$ cat config.mk
export PLATFORM = sky130hd
export DESIGN_NAME = uart_tx_buffered
export DESIGN_NICKNAME = d
export VERILOG_FILES = /design/src/rtl/uart_pkg.sv /design/src/rtl/uart_sync_fifo.sv /design/src/rtl/uart_tx_buffered.sv
export SDC_FILE = /design/constraint.sdc
export NUM_CORES = 1
export LEC_CHECK = 0
export CELL_PAD_IN_SITES_DETAIL_PLACEMENT = 1
export CELL_PAD_IN_SITES_GLOBAL_PLACEMENT = 1
export CORE_UTILIZATION = 53
export DETAILED_ROUTE_END_ITERATION = 10
export PLACE_DENSITY = 0.85
export SLEW_MARGIN = 10
export SYNTH_ARGS = -nofsm -noshare
export SYNTH_HDL_FRONTEND = slang
export SYNTH_HIERARCHICAL = 1
export SYNTH_SLANG_ARGS = --single-unit
$ cat constraint.sdc
create_clock -name clk -period 7.3 [get_ports clk]
set_input_delay 0.73 -clock clk [delete_from_list [all_inputs] [get_ports clk]]
set_output_delay 0.73 -clock clk [all_outputs]
set_load 0.005 [all_outputs]
$ cat src/rtl/uart_pkg.sv
`default_nettype none
// ============================================================================
//  Module      : uart_pkg
//  Description : Shared UART definitions: FSM state type, frame constants
//                and bit-period helper used by both transmitter and receiver.
//  Revision    : 1.0 - initial release
// ============================================================================
package uart_pkg;

    // Transmit/receive frame phases
    typedef enum logic [1:0] {
        IDLE  = 2'd0,
        START = 2'd1,
        DATA  = 2'd2,
        STOP  = 2'd3
    } uart_state_e;

    localparam int unsigned DATA_BITS = 8;
    localparam int unsigned STOP_BITS = 1;

    // Both ends of the link must derive the bit period identically
    function automatic int unsigned clks_per_bit(input int unsigned clk_freq,
                                                 input int unsigned baud);
        return clk_freq / baud;
    endfunction

    // Width of a counter that spans 0..n-1, never narrower than one bit
    function automatic int unsigned counter_width(input int unsigned n);
        return (n > 1) ? $clog2(n) : 1;
    endfunction

endpackage
`default_nettype wire

$ cat src/rtl/uart_sync_fifo.sv
`default_nettype none
// ============================================================================
//  Module      : uart_sync_fifo
//  Description : Small single-clock FIFO. Read data is presented
//                combinationally from the read pointer (show-ahead).
//                Pushes while full and pops while empty are ignored.
//  Revision    : 1.0 - initial release
// ============================================================================
module uart_sync_fifo #(
    parameter int unsigned WIDTH = 8,
    parameter int unsigned DEPTH = 4
) (
    input  logic                     clk,
    input  logic                     reset,
    input  logic                     push,
    input  logic                     pop,
    input  logic [WIDTH-1:0]         din,
    output logic [WIDTH-1:0]         dout,
    output logic                     full,
    output logic                     empty,
    output logic [$clog2(DEPTH):0]   count
);

    localparam int unsigned PTR_W = $clog2(DEPTH);
    localparam int unsigned CNT_W = PTR_W + 1;
    localparam logic [CNT_W-1:0] FULL_COUNT = CNT_W'(DEPTH);

    logic [WIDTH-1:0] mem_q [DEPTH];
    logic [PTR_W-1:0] wr_ptr_q;
    logic [PTR_W-1:0] rd_ptr_q;
    logic [CNT_W-1:0] count_q;

    logic push_ok;
    logic pop_ok;

    // Status is derived from the registered occupancy only
    assign full    = (count_q == FULL_COUNT);
    assign empty   = (count_q == '0);
    assign count   = count_q;
    assign push_ok = push & ~full;
    assign pop_ok  = pop & ~empty;
    assign dout    = mem_q[rd_ptr_q];

    // Pointer and occupancy bookkeeping; DEPTH is a power of two so pointers wrap naturally
    always_ff @(posedge clk or negedge reset) begin
        if (!reset) begin
            wr_ptr_q <= '0;
            rd_ptr_q <= '0;
            count_q  <= '0;
        end else begin
            if (push_ok) begin
                wr_ptr_q <= wr_ptr_q + 1'b1;
            end
            if (pop_ok) begin
                rd_ptr_q <= rd_ptr_q + 1'b1;
            end
            case ({push_ok, pop_ok})
                2'b10:   count_q <= count_q + 1'b1;
                2'b01:   count_q <= count_q - 1'b1;
                default: count_q <= count_q;
            endcase
        end
    end

    // Storage array; contents need no reset because occupancy gates every read
    always_ff @(posedge clk) begin
        if (push_ok) begin
            mem_q[wr_ptr_q] <= din;
        end
    end

endmodule
`default_nettype wire

$ cat src/rtl/uart_tx_buffered.sv
`default_nettype none
// ============================================================================
//  Module      : uart_tx_buffered
//  Description : 8N1 UART transmitter fed by a valid/ready byte FIFO.
//                Queued bytes are sent back-to-back with no idle gap.
//                The serial line is driven from a register one cycle
//                behind the FSM state so it is glitch-free.
//  Revision    : 1.0 - initial release
// ============================================================================
module uart_tx_buffered
    import uart_pkg::*;
#(
    parameter int unsigned CLK_FREQ   = 100_000_000,
    parameter int unsigned BAUD       = 9600,
    parameter int unsigned FIFO_DEPTH = 4
) (
    input  logic                          clk,
    input  logic                          reset,
    input  logic [7:0]                    data_i,
    input  logic                          valid_i,
    output logic                          ready_o,
    output logic                          tx_o,
    output logic                          busy_o,
    output logic [$clog2(FIFO_DEPTH):0]   fifo_count_o
);

    localparam int unsigned CLKS_PER_BIT = clks_per_bit(CLK_FREQ, BAUD);
    localparam int unsigned CNT_W        = counter_width(CLKS_PER_BIT);
    localparam logic [CNT_W-1:0] BAUD_LAST = CNT_W'(CLKS_PER_BIT - 1);
    localparam logic [2:0] LAST_DATA_IDX   = 3'(DATA_BITS - 1);
    localparam logic [2:0] LAST_STOP_IDX   = 3'(STOP_BITS - 1);

    uart_state_e      state_q;
    logic [CNT_W-1:0] baud_cnt_q;
    logic [2:0]       bit_idx_q;
    logic [7:0]       shift_q;
    logic             tx_q;
    logic             busy_q;

    logic             fifo_full;
    logic             fifo_empty;
    logic             fifo_pop;
    logic [7:0]       fifo_dout;
    logic             bit_end;
    logic             stop_end;

    assign bit_end  = (baud_cnt_q == BAUD_LAST);
    assign stop_end = (state_q == STOP) && bit_end && (bit_idx_q == LAST_STOP_IDX);
    // Pop only when idle or on the final stop-bit cycle, never from an empty FIFO
    assign fifo_pop = ~fifo_empty && ((state_q == IDLE) || stop_end);

    uart_sync_fifo #(
        .WIDTH (8),
        .DEPTH (FIFO_DEPTH)
    ) u_fifo (
        .clk   (clk),
        .reset (reset),
        .push  (valid_i),
        .pop   (fifo_pop),
        .din   (data_i),
        .dout  (fifo_dout),
        .full  (fifo_full),
        .empty (fifo_empty),
        .count (fifo_count_o)
    );

    assign ready_o = ~fifo_full;
    assign tx_o    = tx_q;
    assign busy_o  = busy_q;

    // Frame sequencer: state, baud timing, bit index, shift register and registered line
    always_ff @(posedge clk or negedge reset) begin
        if (!reset) begin
            state_q    <= IDLE;
            baud_cnt_q <= '0;
            bit_idx_q  <= '0;
            shift_q    <= '0;
            tx_q       <= 1'b1;
            busy_q     <= 1'b0;
        end else begin
            // Line level follows the state being occupied this cycle
            case (state_q)
                START:   tx_q <= 1'b0;
                DATA:    tx_q <= shift_q[0];
                default: tx_q <= 1'b1;
            endcase

            case (state_q)
                IDLE: begin
                    if (fifo_pop) begin
                        shift_q    <= fifo_dout;
                        state_q    <= START;
                        baud_cnt_q <= '0;
                        bit_idx_q  <= '0;
                        busy_q     <= 1'b1;
                    end
                end
                START: begin
                    if (bit_end) begin
                        baud_cnt_q <= '0;
                        bit_idx_q  <= '0;
                        state_q    <= DATA;
                    end else begin
                        baud_cnt_q <= baud_cnt_q + 1'b1;
                    end
                end
                DATA: begin
                    if (bit_end) begin
                        baud_cnt_q <= '0;
                        shift_q    <= shift_q >> 1;
                        if (bit_idx_q == LAST_DATA_IDX) begin
                            bit_idx_q <= '0;
                            state_q   <= STOP;
                        end else begin
                            bit_idx_q <= bit_idx_q + 1'b1;
                        end
                    end else begin
                        baud_cnt_q <= baud_cnt_q + 1'b1;
                    end
                end
                STOP: begin
                    if (bit_end) begin
                        baud_cnt_q <= '0;
                        if (bit_idx_q == LAST_STOP_IDX) begin
                            bit_idx_q <= '0;
                            // Chain straight into the next frame when data is waiting
                            if (fifo_pop) begin
                                shift_q <= fifo_dout;
                                state_q <= START;
                            end else begin
                                state_q <= IDLE;
                                busy_q  <= 1'b0;
                            end
                        end else begin
                            bit_idx_q <= bit_idx_q + 1'b1;
                        end
                    end else begin
                        baud_cnt_q <= baud_cnt_q + 1'b1;
                    end
                end
                default: begin
                    state_q <= IDLE;
                    busy_q  <= 1'b0;
                end
            endcase
        end
    end

endmodule
`default_nettype wire

; Word level (Yosys, flattened, before mapping)
; Memory sizes are Yosys's and may differ from the RTL's.
; Index checks and enable logic that the tools add are counted.
[classes]
shifts = 0
n_reduce_logical = 15
addsub = 6
n_mul = 0
div_mod_pow = 0
order_cmp = 0
n_mux = 32
n_bitwise = 4
n_eq_ne = 15
[op_table]
columns = cell, count
row1 = $mux 8, 4
row2 = $mux 14, 2
row3 = $pmux 14 s2, 1
row4 = $pmux 8 s3, 1
row5 = $mux 3, 6
row6 = $add 14x1->14 const B, 1
row7 = $eq 14x14->1 const B, 1
row8 = $mux 2, 6
row9 = $pmux 3 s4, 1
row10 = $ne 2x2->1 const B, 5
row11 = $pmux 2 s4, 1
row12 = $reduce_and 4->1, 2
row13 = $mux 1, 7
row14 = $add 3x1->3 const B, 2
row15 = $eq 2x2->1 const B, 3
row16 = $eq 3x3->1 const B, 2
row17 = $logic_not 3->1, 2
row18 = $pmux 3 s2, 1
row19 = $reduce_and 6->1, 1
row20 = $reduce_and 5->1, 1
row21 = $add 2x1->2 const B, 2
row22 = $eq 2x1->1 const B, 2
row23 = $ne 2x1->1 const B, 2
row24 = $pmux 1 s2, 2
row25 = 9 further kinds, 14
[totals]
memories = 1
inputBits = 11
rom_bits = 0
out_inout_bits = 6
latch_bits = 0
elab_cells = 82
ramBits = 32
regBits = 36
[mem_list]
columns = name, depth, word_bits, rd, rd_clocked_by_memory_dff, wr, line_no
row1 = u_fifo.mem_q, 4, 8, 1, 0, 1, uart_sync_fifo.sv:28  ; logic [WIDTH-1:0] mem_q [DEPTH];

; Logic depth before layout (Yosys ltp)
; Gate-level depths: netlist of the first run.
[logic_depth]
ltp_word = 9
mapped_depth = 12
mapped_depth_nobuf = 12

; Modules after synthesis
; Netlist of the first run, hierarchy kept.
[by_module_without_submodules]
columns = module, seq_area_each_um2, cells_per_inst, n_inst, area_per_inst_um2
row1 = uart_tx_buffered, 726.9, 192, 1, 1769.2
row2 = uart_sync_fifo, 1136.1, 79, 1, 1592.8

; Least setup slack after synthesis of the first run
; OpenSTA, ideal clock, no wires.
[synth_timing]
kind = register to register
from = reg baud_cnt_q[0]
to = reg u_fifo.count_q[2] (netlist: u_fifo/count[2])
path_stages_with_launch = 13
setup_slack_ps = 4432
period_less_slack_ps = 2868
t_required_ps = 7221
setup_ps = 79
t_arrival_ps = 2789
path_buffers = 0
cell_sequence = dfrtp_1 -> ha_1 -> nand4_1 -> nor4_1 -> nand3_1 -> a21oi_1 -> o31a_2 -> ha_1 -> inv_1 -> fa_1 -> xor2_1 -> nor2_1 -> xor2_1
[synth_via]
elab_chain_cells = 8
word_cells_on_any_way = 10
classes_between = 3 x eq/ne / 1 x mux / 1 x bitwise / 5 x reduce/logical
[synth_lines]
columns = element, line_no
row1 = start: declaration, uart_tx_buffered.sv:34  ; logic [CNT_W-1:0] baud_cnt_q;
row2 = start signal: assignment, uart_tx_buffered.sv:104  ; baud_cnt_q <= baud_cnt_q + 1'b1;
row3 = start signal: assignment, uart_tx_buffered.sv:118  ; baud_cnt_q <= baud_cnt_q + 1'b1;
row4 = start signal: assignment, uart_tx_buffered.sv:138  ; baud_cnt_q <= baud_cnt_q + 1'b1;
row5 = $eq 14x14->1 *, uart_tx_buffered.sv:47  ; assign bit_end = (baud_cnt_q == BAUD_LAST);
row6 = $logic_and 1x1->1 * (2 in a row), uart_tx_buffered.sv:48  ; assign stop_end = (state_q == STOP) && bit_end && (bit_idx_q == LAST_STOP_IDX);
row7 = $logic_or 1x1->1 *, uart_tx_buffered.sv:50  ; assign fifo_pop = ~fifo_empty && ((state_q == IDLE) || stop_end);
row8 = $logic_and 1x1->1 *, uart_tx_buffered.sv:50
row9 = via fifo_pop, uart_tx_buffered.sv:42  ; logic fifo_pop;
row10 = $and 1x1->1 *, uart_sync_fifo.sv:41  ; assign pop_ok = pop & ~empty;
row11 = via u_fifo.pop_ok, uart_sync_fifo.sv:34  ; logic pop_ok;
row12 = $eq 2x1->1 / $eq 2x2->1 (equally long branches), uart_sync_fifo.sv:57  ; case ({push_ok, pop_ok})
row13 = $pmux 3 s2 / $reduce_bool 2->1 (equally long branches), -
row14 = end signal: assignment, uart_sync_fifo.sv:58  ; 2'b10: count_q <= count_q + 1'b1;
row15 = end signal: assignment, uart_sync_fifo.sv:59  ; 2'b01: count_q <= count_q - 1'b1;
row16 = end signal: assignment, uart_sync_fifo.sv:60  ; default: count_q <= count_q;
row17 = end: declaration, uart_sync_fifo.sv:31  ; logic [CNT_W-1:0] count_q;
; Mark *: on every way through the listed nets, which the timed path passes. The rest lies on a longest branch.
; A chain may end at the register's enable or synchronous reset.

; Final worst setup path of the first run
; Same ends and word-level chain as after synthesis.

==> results of run 1 <==
## power breakdown
part / switching (uW) / total (uW) / internal (uW)
registers: 109 / 629 / 519
logic: 323 / 608 / 286
clock network: 141 / 332 / 191
total: 573 / 1570 / 996
## sequential cells by signal (all words and copies together) (netlist names)
name and count:
u_fifo/rd_ptr_q 2, u_fifo/count 3, baud_cnt_q 14, state_q 2, u_fifo/mem_q 32, busy_o 1, tx_o 1, shift_q 8
bit_idx_q 3, u_fifo/wr_ptr_q 2
## placed cells by master, fill, tap and decap left out, types with 3 or more instances in the layout
master | synthesis | layout
nand3b_1 | 8 | 8
or3_1 | 4 | 4
inv_1 | 14 | 14
mux4_2 | 8 | 8
ha_1 | 14 | 14
o31a_1 | 8 | 8
nor3_1 | 5 | 5
edfxtp_1 | 32 | 32
xnor2_1 | 5 | 5
nand2_1 | 17 | 17
nor2_1 | 11 | 11
clkdlybuf4s50_1 | 0 | 15
and2_2 | 4 | 4
o221a_2 | 7 | 7
a31oi_1 | 7 | 7
o21ai_0 | 23 | 23
dfrtp_1 | 35 | 35
xor2_1 | 3 | 3
clkbuf_8 | 0 | 9
a21oi_1 | 14 | 14
nand2b_1 | 3 | 3
nand3_1 | 8 | 8
nand4_1 | 5 | 5
## layer usage
metal	vias to the layer above	GRT usage	share of wire	wire length (microns)
met4	0	0.1368	0.020	148
li1	1047	-	-	-
met5	-	0	0	0
met3	15	0.05000	0.038	286
met1	1131	0.3355	0.45	3358
met2	52	0.4142	0.49	3686
## per-stage QoR
step             util  worst slack [ps]  area, sq um  total power [uW]  cells
3_5_place_dp   0.5885              3932         3546              1230    350
2_1_floorplan       -              4432         3362              1042    271
3_3_place_gp   0.5885              4145         3546              1180    350
4_1_cts        0.6229              3856         3754              1579    366
6_report       0.6242              3796         3761              1569    366
5_1_grt        0.6242              3488         3761              1669    366
## critical path: cells and delay by family, from the launching register on
family | cells | cell delay [ps]
AO/OA/AOI/OAI | 2 | 440
XOR/XNOR | 2 | 310
adder cells (fa/ha/maj) | 3 | 820
buffers and inverters | 1 | 90
flip-flops | 1 | 410
AND/OR/NAND/NOR | 4 | 1350
## area by class of cell
class / count / area [sq um] / area share
inverter: 14 / 52.55 / 0.01397
clock inverter: 5 / 76.32 / 0.02029
timing repair buffer: 16 / 155.1 / 0.04125
clock buffer: 11 / 131.4 / 0.03493
multi-input combinational: 177 / 1389 / 0.3693
tap: 75 / 93.84 / 0.02495
sequential: 68 / 1863 / 0.4953
## cell families (layout without fill, tap and decap cells)
group	count (synthesis)	after routing	share of synthesized area
compound gates	67	67	0.1336
flops	68	68	0.5542
mux	10	10	0.06103
buf+inv	26	46	0.03498
simple gates	77	77	0.1373
fa+ha+maj	15	15	0.05806
xor+xnor	8	8	0.02084
## path summary, 6_finish.rpt
kind | endpoint | depth (start not counted) | slack (ps) | startpoint
worst max-delay path | u_fifo/count[2] | 12 | 3800 | baud_cnt_q[0]
worst min-delay path | shift_q[2] | 1 | 470 | reset
worst max register to register | u_fifo/count[2] | 12 | 3800 | baud_cnt_q[0]
worst min register to register | baud_cnt_q[9] | 1 | 530 | baud_cnt_q[9]
max in group asynchronous | state_q[1] | 1 | 6310 | reset
min in group clk | baud_cnt_q[9] | 1 | 530 | baud_cnt_q[9]
==> impl_metrics.py, run 1 <==
metrics = {
    "clocking": {
        "cts_buffers": 9,
        "cts_hold_buffers": 0,
        "path_clk_slew_ps": 70,
        "post_cts_buffers": 0,
        "cts_tree": "done",
        "insertion_delay_ps": 350,
        "cts_resized": 0,
        "cts.htree.levels": 3,
        "cts.sinks": 68,
        "clock_path_buffers": 2,
        "cts_root_buf": "clkbuf_8",
    },
    "timing": {
        "finalSetupTns_ps": 0,
        "slew_viol_final": 0,
        "slew_headroom": 0.2329,
        "period_minus_slack_ps": 3504,
        "max_freq_mhz": 285.4,
        "grt_setup_unrepaired": "no",
        "worst_hold_slack_ps": 470.8,
        "setup_violations": 0,
        "hold_violations": 0,
        "timing.final.crit_share": 0.4800,
        "skew_ps": 4.450,
        "tightestPinTransition_ps": 1142,
    },
    "cells_and_area": {
        "drive_gt1_frac": 0.1443,
        "syn2layout_area_growth_pct": 11.87,
        "nNetsFinal": 312,
        "fillerInstances": 607,
        "antenna_cells": 0,
    },
    "logic_synthesis": {
        "syn_inst": 271,
        "synth.ff_latch_count": 68,
        "yosysSeqAreaShare": 0.5541,
        "yosys.area.top_type": "edfxtp_1",
        "ys_warn_count": 6,
        "yosysMostFrequentCell": "dfrtp_1",
        "synthFlopType": "dfrtp_1",
        "avgSynthCellArea_sq_um": 12.41,
        "synthArstFlopShare": 0.5294,
        "synth_edf_count": 32,
        "synth_fp_nets": 297,
        "netlist_area_sq_um": 3362,
        "synth_common_cells": "35 x dfrtp_1, 32 x edfxtp_1, 23 x o21ai_0",
        "synth_cell_types": 46,
        "synth_top_area_frac": 0.2858,
        "synth_area_leaders": "edfxtp_1 29%, dfrtp_1 26%, mux4_2 5.4%, ha_1 5.2%, o21ai_0 3.4%",
    },
    "drt": {
        "viasPerCell": 6.134,
        "drtAntennaViolNets": 0,
        "drt_iter0_markers": 180,
        "vias": 2245,
        "drc": 0,
        "routed_wl_microns": 7480,
        "dr.pass1.iters": 4,
        "wl_per_cell_microns": 20.44,
    },
    "critical_path": {
        "slowest_delay_ps": 850,
        "criticalPathCategory": "flop to flop",
        "required_ps": 7570,
        "cp_cell_sequence": "ha_1, nand4_1, nor4_1, nand3_1, a21oi_1, o31a_2, ha_1, inv_1, fa_1, xor2_1, nor2_1, xor2_1",
        "critPathLaunchType": "flop",
        "cp-end-kind": "flop",
        "slowest_stage": "nor4_1",
        "crit_fanout": 7,
        "critPathArrivalTime_ps": 3780,
    },
    "global_routing": {
        "grt-ovfl-total": 0,
        "grt_start_max_net_pins": 37,
        "grt_pass1_vias": 2378,
        "grtUsageTotal": 0.2593,
        "antenna_found_initial": 0,
        "grt_pass1_wl_microns": 12160,
    },
    "floorplanning": {
        "num_rows": 28,
        "design.core.area_sq_um": 6026,
        "dieArea_sq_um": 6666,
        "die_w_microns": 81.65,
        "initial_core_util": 0.5579,
        "io_pins": 17,
        "die_h_microns": 81.65,
    },
    "placed_design": {
        "place_congestion": 0.7794,
        "io_buffers": 16,
        "dp_hpwl_microns": 4996,
    },
    "hold_path": {
        "hp-class": "input port to asynchronous set/reset pin",
    },
    "run_status": {
        "status": "finished, final reports clean",
    },
    "power_and_ir_drop": {
        "vdd_drop_max_mv": 0.2375,
        "p_leak_uw": 0.001442,
        "power_per_cell_area_nw_per_um2": 417.2,
    },
    "run": {
        "max_cap_violations": 0,
    },
}
Note: power is estimated with default switching activity, not from simulation.
==> inputs of run 2 (changes only) <==
CORE_UTILIZATION = 49   (was 53)
PLACE_DENSITY = 0.79   (was 0.85)
clock period = 3.6 ns   (was 7.3 ns; I/O delays follow)
==> impl_metrics.py, run 2 (synthesis gave the netlist of run 1 again) <==
metrics = {
    "placed_design": {
        "place_area_sq_um": 3571,
        "io_buffers": 16,
        "place_congestion": 0.7689,
        "dp_cells": 355,
        "dp_hpwl_microns": 5158,
    },
    "power_and_ir_drop": {
        "p_leak_uw": 0.001461,
        "vdd_drop_max_mv": 0.3940,
        "power_per_cell_area_nw_per_um2": 846.7,
    },
    "global_routing": {
        "grt_pass1_vias": 2506,
        "antenna_found_initial": 0,
        "grtUsageTotal": 0.2410,
        "grt-ovfl-total": 0,
        "grt_start_max_net_pins": 37,
        "grt_pass1_wl_microns": 12970,
    },
    "drt": {
        "drt-met1-wl_microns": 3445,
        "viasPerCell": 6.097,
        "dr.pass1.iters": 4,
        "dr_wl_met3_microns": 286,
        "wl_met2_microns": 3745,
        "wl_per_cell_microns": 20.48,
        "routed_wl_microns": 7598,
        "drtAntennaViolNets": 0,
        "vias": 2262,
        "drc": 0,
        "drt_iter0_markers": 92,
        "top_layer": "met4",
    },
    "cells_and_area": {
        "fillerInstances": 662,
        "antenna_cells": 0,
        "multi_input_area_sq_um": 1381,
        "nNetsFinal": 315,
        "final_common_cell": "dfrtp_1",
        "fin_area_sq_um": 3794,
        "top_regs": "u_fifo/mem_q (32), baud_cnt_q (14), shift_q (8)",
        "top_register": "u_fifo/mem_q",
        "drive_gt1_frac": 0.1633,
        "regArea_sq_um": 1863,
        "largest_reg_flops": 32,
        "syn2layout_area_growth_pct": 12.84,
        "final_cell_count_no_fill": 371,
        "final_cell_mix": "35 x dfrtp_1, 32 x edfxtp_1, 23 x o21ai_0",
    },
    "clocking": {
        "clock_path_buffers": 2,
        "cts_hold_buffers": 0,
        "insertion_delay_ps": 350,
        "cts_resized": 0,
        "post_cts_buffers": 0,
        "cts_root_buf": "clkbuf_8",
        "cts_buffers": 9,
        "cts_tree": "done",
        "path_clk_slew_ps": 80,
        "cts.htree.levels": 3,
        "cts.sinks": 68,
    },
    "timing": {
        "setup_violations": 0,
        "max_freq_mhz": 326.8,
        "timing.final.crit_share": 0.8500,
        "slew_headroom": 0.3679,
        "skew_ps": 7.330,
        "slew_viol_final": 0,
        "tightestPinTransition_ps": 944.6,
        "finalSetupTns_ps": 0,
        "grt_setup_unrepaired": "no",
        "period_minus_slack_ps": 3060,
        "hold_violations": 0,
    },
    "critical_path": {
        "cp-end-kind": "flop",
        "worst-r2r-setup-slack_ps": 540,
        "criticalPathCategory": "flop to flop",
        "required_ps": 3870,
        "cp_cell_sequence": "ha_1, nand4_1, nor4_1, buf_4, nand3_1, a21oi_1, o31a_2, ha_1, inv_1, fa_1, xor2_1, nor2_1, xor2_1",
        "critPathArrivalTime_ps": 3330,
        "critPathLaunchType": "flop",
        "slowest_stage": "dfrtp_1",
        "crit_fanout": 7,
        "slowest_delay_ps": 410,
        "r2r_start": "baud_cnt_q[0]",
        "worstSetupStartpoint": "baud_cnt_q[0]",
        "rr_worst_depth": 13,
    },
    "floorplanning": {
        "design.core.area_sq_um": 6495,
        "die_h_microns": 84.83,
        "dieArea_sq_um": 7196,
        "io_pins": 17,
        "die_w_microns": 84.83,
        "initial_core_util": 0.5176,
        "num_rows": 29,
    },
    "hold_path": {
        "hp-class": "input port to asynchronous set/reset pin",
    },
    "run": {
        "max_cap_violations": 0,
    },
    "run_status": {
        "status": "finished, final reports clean",
    },
}
[run 2: changes by cell type in the layout (fill, tap and decap cells not counted)]
cell / previous run / this run
buf_4: 0 / 3
clkbuf_1: 2 / 0
clkinv_1: 2 / 0
clkinv_2: 0 / 1
clkinv_4: 1 / 2
clkinvlp_4: 0 / 1
inv_6: 0 / 1
o41ai_1: 0 / 1
o41ai_2: 1 / 0
[run 2: worst paths after layout]
path                                        end
worst max-delay path            u_fifo/count[2]
worst min-delay path                 shift_q[3]
worst max register to register  u_fifo/count[2]
worst min register to register   baud_cnt_q[13]
max in group asynchronous         baud_cnt_q[2]
min in group clk                 baud_cnt_q[13]
[run 2: cell type report]
cell class | count | area share
clock buffer | 9 | 0.03265
clock inverter | 7 | 0.02606
inverter | 14 | 0.01385
multi-input combinational | 177 | 0.3641
sequential | 68 | 0.4911
tap | 77 | 0.02540
timing repair buffer | 19 | 0.04683
[run 2: per-layer routing]
layer | GRT usage | vias to the layer above
li1 | - | 1053
met5 | 0 | -
met2 | 0.3873 | 47
met3 | 0.06420 | 10
met1 | 0.3154 | 1152
met4 | 0.09399 | 0
[run 2: per-stage QoR]
stage,util,hold slack (ps),power [uW],setup slack [ps]
final,0.5841,120.3,3212,540.0
after global placement,0.5498,498.3,2414,850.8
after detailed placement,0.5498,516.1,2495,573.5
after CTS,0.5841,144.3,3236,546.6
after floorplan,-,64.41,2113,731.8
after global routing,0.5841,187.6,3419,203.9
[run 2: worst max-delay path: cells and delay by family, from the launching register on]
family          cells  cell delay, ps
compound gates      2             380
simple gates        4             770
xor+xnor            2             330
buf+inv             2             260
flops               1             410
fa+ha+maj           3             810
[run 2: where the power goes]
part | total, uW | internal (uW) | switching, uW
Clock | 711 | 393 | 318
Sequential | 1280 | 1050 | 226
Combinational | 1220 | 585 | 637
Total | 3210 | 2030 | 1180
==> inputs of run 3 (changes only) <==
CORE_UTILIZATION = 53   (was 49)
PLACE_DENSITY = 0.85   (was 0.79)
clock period = 3.85 ns   (was 3.6 ns; I/O delays follow)
==> impl_metrics.py, run 3 (synthesis gave the netlist of run 1 again) <==
metrics = {
    "cells_and_area": {
        "final_common_cell": "dfrtp_1",
        "fillerInstances": 617,
        "antenna_cells": 0,
        "syn2layout_area_growth_pct": 11.83,
        "top_regs": "u_fifo/mem_q (32), baud_cnt_q (14), shift_q (8)",
        "largest_reg_flops": 32,
        "nNetsFinal": 314,
        "final_cell_count_no_fill": 368,
        "fin_area_sq_um": 3760,
        "final_cell_mix": "35 x dfrtp_1, 32 x edfxtp_1, 23 x o21ai_0",
        "top_register": "u_fifo/mem_q",
        "drive_gt1_frac": 0.1604,
    },
    "clocking": {
        "cts.sinks": 68,
        "cts_tree": "done",
        "clock_path_buffers": 2,
        "cts_root_buf": "clkbuf_8",
        "post_cts_buffers": 0,
        "path_clk_slew_ps": 70,
        "cts_hold_buffers": 0,
        "insertion_delay_ps": 350,
        "cts_buffers": 9,
        "cts_resized": 0,
        "cts.htree.levels": 3,
    },
    "timing": {
        "slew_viol_final": 0,
        "max_freq_mhz": 323.2,
        "slew_headroom": 0.3423,
        "timing.final.crit_share": 0.8036,
        "grt_setup_unrepaired": "no",
        "hold_violations": 0,
        "tightestPinTransition_ps": 983.0,
        "period_minus_slack_ps": 3094,
        "skew_ps": 4.266,
        "finalSetupTns_ps": 0,
        "setup_violations": 0,
    },
    "run": {
        "max_cap_violations": 0,
    },
    "global_routing": {
        "antenna_found_initial": 0,
        "grt_pass1_vias": 2341,
        "grtUsageTotal": 0.2656,
        "grt_pass1_wl_microns": 12480,
        "grt_start_max_net_pins": 37,
        "grt-ovfl-total": 0,
    },
    "critical_path": {
        "cp_cell_sequence": "ha_1, nand4_1, nor4_1, buf_4, nand3_1, a21oi_1, o31a_2, ha_1, inv_1, fa_1, xor2_1, nor2_1, xor2_1",
        "slowest_delay_ps": 400,
        "slowest_stage": "dfrtp_1",
        "critPathArrivalTime_ps": 3370,
        "crit_family": "adder cells",
        "crit_buf_inv": 2,
        "critPathLaunchType": "flop",
        "crit_fanout": 7,
        "required_ps": 4130,
        "cp-end-kind": "flop",
        "criticalPathCategory": "flop to flop",
    },
    "run_status": {
        "status": "finished, final reports clean",
    },
    "drt": {
        "drc": 0,
        "wl_per_cell_microns": 21.15,
        "drt_iter0_markers": 162,
        "vias": 2322,
        "drtAntennaViolNets": 0,
        "dr.pass1.iters": 4,
        "routed_wl_microns": 7782,
        "viasPerCell": 6.310,
    },
    "floorplanning": {
        "die_w_microns": 81.65,
        "design.core.area_sq_um": 6026,
        "io_pins": 17,
        "initial_core_util": 0.5579,
        "dieArea_sq_um": 6666,
        "num_rows": 28,
        "die_h_microns": 81.65,
    },
    "placed_design": {
        "dp_hpwl_microns": 5248,
        "io_buffers": 16,
        "place_congestion": 0.7777,
        "place_area_sq_um": 3561,
        "dp_cells": 352,
    },
    "power_and_ir_drop": {
        "power_per_cell_area_nw_per_um2": 783.6,
        "vdd_drop_max_mv": 0.3938,
        "p_leak_uw": 0.001443,
        "finalPower_uw": 2946,
    },
    "hold_path": {
        "hp-class": "input port to asynchronous set/reset pin",
    },
}
run 3: cell count changes in the layout (fill, tap and decap cells not counted):
cell	change
clkinvlp_4	+1
clkinv_4	-2
o41ai_1	-1
o41ai_2	+1
buf_4	-1
bufinv_16	-1
clkbuf_1	+1
clkinv_2	+1
run 3: stage by stage:
stage / util / hold WS, ps / setup WS [ps]
after floorplan: - / 89.41 / 981.8
after CTS: 0.6227 / 150.6 / 766.9
after global routing: 0.6240 / 203.3 / 608.4
after global placement: 0.5909 / 499.7 / 1100
final: 0.6240 / 135.2 / 756.3
after detailed placement: 0.5909 / 524.5 / 897.4
run 3: per-layer routing:
layer  track usage  wire (microns)
met2        0.4375            4003
met1        0.3463            3317
met5             0               0
met3       0.05444             347
met4        0.1000             113
run 3: worst register-to-register path, stage by stage (launching register included):
cell and delay (ps):
dfrtp_1 400, ha_1 220, nand4_1 230, nor4_1 300
buf_4 190, nand3_1 110, a21oi_1 230, o31a_2 220
ha_1 200, inv_1 80, fa_1 400, xor2_1 160
nor2_1 130, xor2_1 150
run 3: cell type report:
class,instances,area [sq um],area share
clock buffers,10,127.6,0.03394
clock inverters,6,63.81,0.01697
inverters,14,52.55,0.01398
multi-input cells,177,1389,0.3694
flip-flops and latches,68,1863,0.4955
well taps,75,93.84,0.02496
repair buffers,18,170.2,0.04526
run 3: power breakdown:
part | internal (uW) | switching [uW] | total (uW)
combinational | 549 | 628 | 1180
sequential | 985 | 204 | 1190
clock | 299 | 281 | 580
run 3: worst paths after layout:
check	depth (start not counted)	startpoint	end	slack [ps]
max	13	baud_cnt_q[0]	u_fifo/count[2]	760
min	1	reset	shift_q[2]	140
max reg2reg	13	baud_cnt_q[0]	u_fifo/count[2]	760
min reg2reg	2	shift_q[0]	tx_o	530
max in group asynchronous	1	reset	u_fifo/wr_ptr_q[0]	3170
min in group clk	2	shift_q[0]	tx_o	530
